===== src/rtl/judge_vote_ctrl.sv =====
// Three-judge vote collector: synchronizes and debounces the judge keys, gathers
// sticky votes over a bounded window, then reports the majority result and keeps tallies.
module judge_vote_ctrl #(
  parameter int unsigned DEBOUNCE_CYCLES = 4,
  parameter int unsigned WINDOW_CYCLES   = 16
) (
  input  logic       clk,
  input  logic       rst,
  input  logic       start,
  input  logic       key_a,
  input  logic       key_b,
  input  logic       key_c,
  input  logic       F,
  output logic       A,
  output logic       B,
  output logic       C,
  output logic       vote_valid,
  output logic       busy,
  output logic [3:0] pass_cnt,
  output logic [3:0] fail_cnt
);

  localparam logic [7:0]  DebLimit = 8'(DEBOUNCE_CYCLES);
  localparam logic [15:0] WinInit  = 16'(WINDOW_CYCLES - 1);

  typedef enum logic [1:0] {StIdle, StCollect, StLock, StReport} state_e;

  state_e          state_q, state_d;
  logic [2:0]      sync1_q, sync1_d;
  logic [2:0]      sync2_q, sync2_d;
  logic [2:0]      lvl_q, lvl_d;
  logic [2:0][7:0] deb_cnt_q, deb_cnt_d;
  logic [15:0]     win_q, win_d;
  logic [2:0]      votes_q, votes_d;
  logic            valid_q, valid_d;
  logic            busy_q, busy_d;
  logic [3:0]      pass_q, pass_d;
  logic [3:0]      fail_q, fail_d;
  logic [2:0]      rise;

  always_comb begin
    sync1_d   = {key_c, key_b, key_a};
    sync2_d   = sync1_q;
    lvl_d     = lvl_q;
    deb_cnt_d = '0;
    for (int i = 0; i < 3; i++) begin
      if (sync2_q[i] != lvl_q[i]) begin
        if (deb_cnt_q[i] + 8'd1 == DebLimit) begin
          lvl_d[i] = ~lvl_q[i];
        end else begin
          deb_cnt_d[i] = deb_cnt_q[i] + 8'd1;
        end
      end
    end
    // Edge taken on the flip itself, so a key held into COLLECT never produces one.
    rise = lvl_d & ~lvl_q;
  end

  always_comb begin
    state_d = state_q;
    win_d   = win_q;
    votes_d = votes_q;
    valid_d = 1'b0;
    busy_d  = busy_q;
    pass_d  = pass_q;
    fail_d  = fail_q;
    unique case (state_q)
      StIdle: begin
        if (start) begin
          state_d = StCollect;
          votes_d = '0;
          win_d   = WinInit;
          busy_d  = 1'b1;
        end
      end
      StCollect: begin
        // A key edge on the expiry cycle still lands in the vote.
        votes_d = votes_q | rise;
        if (win_q == 16'd0 || &votes_q) begin
          state_d = StLock;
          valid_d = 1'b1;
        end else begin
          win_d = win_q - 16'd1;
        end
      end
      StLock: begin
        state_d = StReport;
        if (F) begin
          if (pass_q != 4'hf) pass_d = pass_q + 4'd1;
        end else begin
          if (fail_q != 4'hf) fail_d = fail_q + 4'd1;
        end
      end
      StReport: begin
        state_d = StIdle;
        busy_d  = 1'b0;
      end
      default: state_d = StIdle;
    endcase
  end

  always_ff @(posedge clk or posedge rst) begin
    if (rst) begin
      state_q   <= StIdle;
      sync1_q   <= '0;
      sync2_q   <= '0;
      lvl_q     <= '0;
      deb_cnt_q <= '0;
      win_q     <= '0;
      votes_q   <= '0;
      valid_q   <= 1'b0;
      busy_q    <= 1'b0;
      pass_q    <= '0;
      fail_q    <= '0;
    end else begin
      state_q   <= state_d;
      sync1_q   <= sync1_d;
      sync2_q   <= sync2_d;
      lvl_q     <= lvl_d;
      deb_cnt_q <= deb_cnt_d;
      win_q     <= win_d;
      votes_q   <= votes_d;
      valid_q   <= valid_d;
      busy_q    <= busy_d;
      pass_q    <= pass_d;
      fail_q    <= fail_d;
    end
  end

  assign A          = votes_q[0];
  assign B          = votes_q[1];
  assign C          = votes_q[2];
  assign vote_valid = valid_q;
  assign busy       = busy_q;
  assign pass_cnt   = pass_q;
  assign fail_cnt   = fail_q;

endmodule


===== config.mk =====
export PLATFORM = sky130hd
export DESIGN_NAME = judge_vote_ctrl
export DESIGN_NICKNAME = d
export VERILOG_FILES = /design/src/rtl/judge_vote_ctrl.sv
export SDC_FILE = /design/constraint.sdc
export NUM_CORES = 1
export LEC_CHECK = 0
export ABC_CLOCK_PERIOD_IN_PS = 2550
export BUFFER_PORTS_ARGS = -buffer_cell sky130_fd_sc_hd__buf_4
export CORE_ASPECT_RATIO = 0.6
export CORE_MARGIN = 8
export CORE_UTILIZATION = 60
export CTS_CLUSTER_DIAMETER = 200
export DETAILED_ROUTE_END_ITERATION = 8
export HOLD_SLACK_MARGIN = 0.06
export PLACE_DENSITY = 0.79
export REMOVE_ABC_BUFFERS = 1
export SLEW_MARGIN = 15
export SYNTH_ARGS = -nofsm -noshare
export SYNTH_HDL_FRONTEND = slang
export SYNTH_SLANG_ARGS = --single-unit
export TNS_END_PERCENT = 50

===== constraint.sdc =====
create_clock -name clk -period 2.55 [get_ports clk]
set_clock_uncertainty 0.1 [all_clocks]
set_input_delay 0.51 -clock clk [delete_from_list [all_inputs] [get_ports clk]]
set_output_delay 0.51 -clock clk [all_outputs]
set_load 0.02 [all_outputs]

==> impl_metrics.toml <==
[timing]
setup_viol = 0
period_share_pct = 92.6
holdWs_ps = 121
post-route-min-period_ps = 2360
finalHoldViolations = 0
grt_setup_unrepaired = "false"
fin_ws_ps = 188
slew_headroom_pct = 53.8
finalMaxSlewViolations = 0
tns_ps = 0
worstMarginPinSlew_ps = 688
max_freq_ghz = 0.423

[cells_and_area]
final_cell_mix = "64 x dfrtp_1, 26 x nor2_1, 21 x buf_4, 20 x nand3_1, 17 x nand2_1"
area_growth_pct = 13.8
insertedDiodeCount = 0
mostFrequentLayoutCell = "dfrtp_1"
layout-drive-gt1-share_pct = 16.7
nets = 358

[worst_setup_path]
worst_path_max_delay_cell = "or4_1"
cpMostUsedCell = "or4_1"
crit_path_max_fanout = 9
cp.arrival_ps = 2470
critPathCaptureType = "register"
critPathRequiredTime_ps = 2660
cp-start-kind = "register"
path_buf_inv = 0
crit_chain = "or4_1 > or4_1 > o21ai_0 > mux2i_1"
cpLargestDelayFamily = "simple AND/OR/NAND/NOR gates"
critPathMaxStageDelay_ps = 690
critPathKind = "reg2reg"

[routing]
ant_nets = 0
wl_mm = 6.53
vias_per_cell = 5.95
routedWlPerCell_um = 15.9
vias = 2446
first_iter_violations = 117
drcViolationCount = 0
dr.pass1.iters = 5

[clock_tree]
cts_tree = "done"
cts_buffers = 9
cts.sinks = 64
clk_latency_ps = 340
cts-resized-gates = 0
root_buffer = "clkbuf_8"
cts_buffer_depth = 2
clk_pin_slew_worst_paths_ps = 70
post_cts.repair.setup_buffers = 0
cts_hold_buf = 0
h-tree-depth = 3

[global_route]
grt_pass1_vias = 2423
grt_pass1_wl_mm = 11.6
antenna_found_initial = 0
grtUsageTotal_pct = 17.5
grt_start_max_net_pins = 40
grt_overflow = 0

[outcome]
status = "complete, no violations"

[power_and_ir_drop]
leakagePower_uw = 0.00173
power.density_nw_per_um2 = 1000
vdd_drop_max_mv = 0.844

[floorplan]
num_io_pins = 20
num_rows = 21
die-height_um = 73.3
dieArea_sq_um = 8170
start_util_pct = 60.6
fp.coreArea_sq_um = 5410
fp.dieW_um = 111

[synth]
ys_types = 47
synth.cell_area_sq_um = 3280
synth-edff-count = 0
ys_warn_count = 0
ys.flop_type = "dfrtp_1"
syn_area_per_cell_sq_um = 10.5
ys_ff_latch = 64
synthArstFlopShare_pct = 100
ys_seq_area_share_pct = 48.8
synthCells = 314

[placement]
hpwl_mm = 4.59
port_buffers = 19
place_congestion = 0.833
pre_cts_slack_ps = 218

[job]
cap_violations = 0

[worst_hold_path]
hold_path.class = "in2async"
-- cell usage after synthesis, types with 3 or more instances --
| cell | number | area share [%] |
|---|---|---|
| xor2_1 | 16 | 4.3 |
| nand3_1 | 20 | 3.1 |
| clkbuf_1 | 7 | 0.80 |
| dfrtp_1 | 64 | 49 |
| inv_1 | 9 | 1.0 |
| mux2_2 | 7 | 2.4 |
| o21a_1 | 3 | 0.69 |
| nor4b_1 | 6 | 1.6 |
| or3_1 | 5 | 0.95 |
| or2_2 | 9 | 1.7 |
| o41ai_1 | 3 | 0.80 |
| o21ai_0 | 6 | 0.92 |
| nand2_1 | 17 | 1.9 |
| nor2_1 | 26 | 3.0 |
| nor3_1 | 9 | 1.4 |
| a21oi_1 | 7 | 1.1 |
| nor2b_1 | 6 | 1.1 |
| nor4_1 | 9 | 1.7 |
| buf_2 | 3 | 0.46 |
| nand4_1 | 3 | 0.57 |
| mux2i_1 | 11 | 3.4 |
| nand2b_1 | 4 | 0.76 |
| and3_1 | 9 | 1.7 |
| or4_1 | 5 | 1.1 |
| xnor2_1 | 10 | 2.7 |
| ha_1 | 14 | 5.3 |
| and3b_1 | 3 | 0.80 |
-- cell families after synthesis --
logic type / synth area share, %
buf+inv: 2.29
fa+ha+maj: 5.34
xor+xnor: 6.94
mux: 5.76
flops: 48.8
compound gates: 7.32
simple gates: 23.6
-- worst paths after layout --
check	start	endpoint	slack, ps	cells past startpoint
min reg2reg	sync1_q[1]	sync2_q[1]	250	0
min	rst	deb_cnt_q[4]	120	2
max in group asynchronous	rst	win_q[5]	1620	3
max reg2reg	win_q[10]	win_q[0]	190	4
min in group clk	key_a	sync1_q[0]	170	1
max	win_q[10]	win_q[0]	190	4
-- metrics by stage --
step / instance area, sq um / power, uW / util (%) / std cells
2_1_floorplan: 3240 / 2370 / - / 304
3_3_place_gp: 3500 / 2700 / 64.7 / 395
3_5_place_dp: 3500 / 2760 / 64.7 / 395
4_1_cts: 3730 / 3770 / 69.0 / 411
5_1_grt: 3730 / 4000 / 69.0 / 411
6_report: 3730 / 3740 / 69.0 / 411
-- state kept, by name (all words and copies together) (netlist names) --
register,cells
deb_cnt_q,24
win_q,16
fail_cnt,4
pass_cnt,4
lvl_q,3
sync1_q,3
sync2_q,3
votes_q,3
state_q,2
busy,1
vote_valid,1
-- where the power goes --
group          internal, uW  switching (uW)
clock                   602             384
combinational           544             671
sequential             1260             282
total                  2400            1340
-- area by class of cell --
cell class | instances | area, sq um
Timing Repair Buffer | 22 | 178
Fill cell | 419 | 1680
Sequential cell | 64 | 1600
Clock inverter | 5 | 78.8
Clock buffer | 11 | 151
Multi-Input combinational cell | 231 | 1610
Inverter | 9 | 33.8
Tap cell | 69 | 86.3
-- routing by layer --
layer	vias up	wire length, um	GRT usage (%)
met1	1197	3250	23.0
li1	1177	-	-
met5	-	0	0
met3	12	360	5.79
met2	60	2820	26.5
met4	0	88	6.02
-- worst register-to-register path, stage by stage (launching register included) --
cell,delay (ps)
dfrtp_1,390
or4_1,690
or4_1,630
o21ai_0,290
mux2i_1,130
Power figures use the tool's default switching activity.
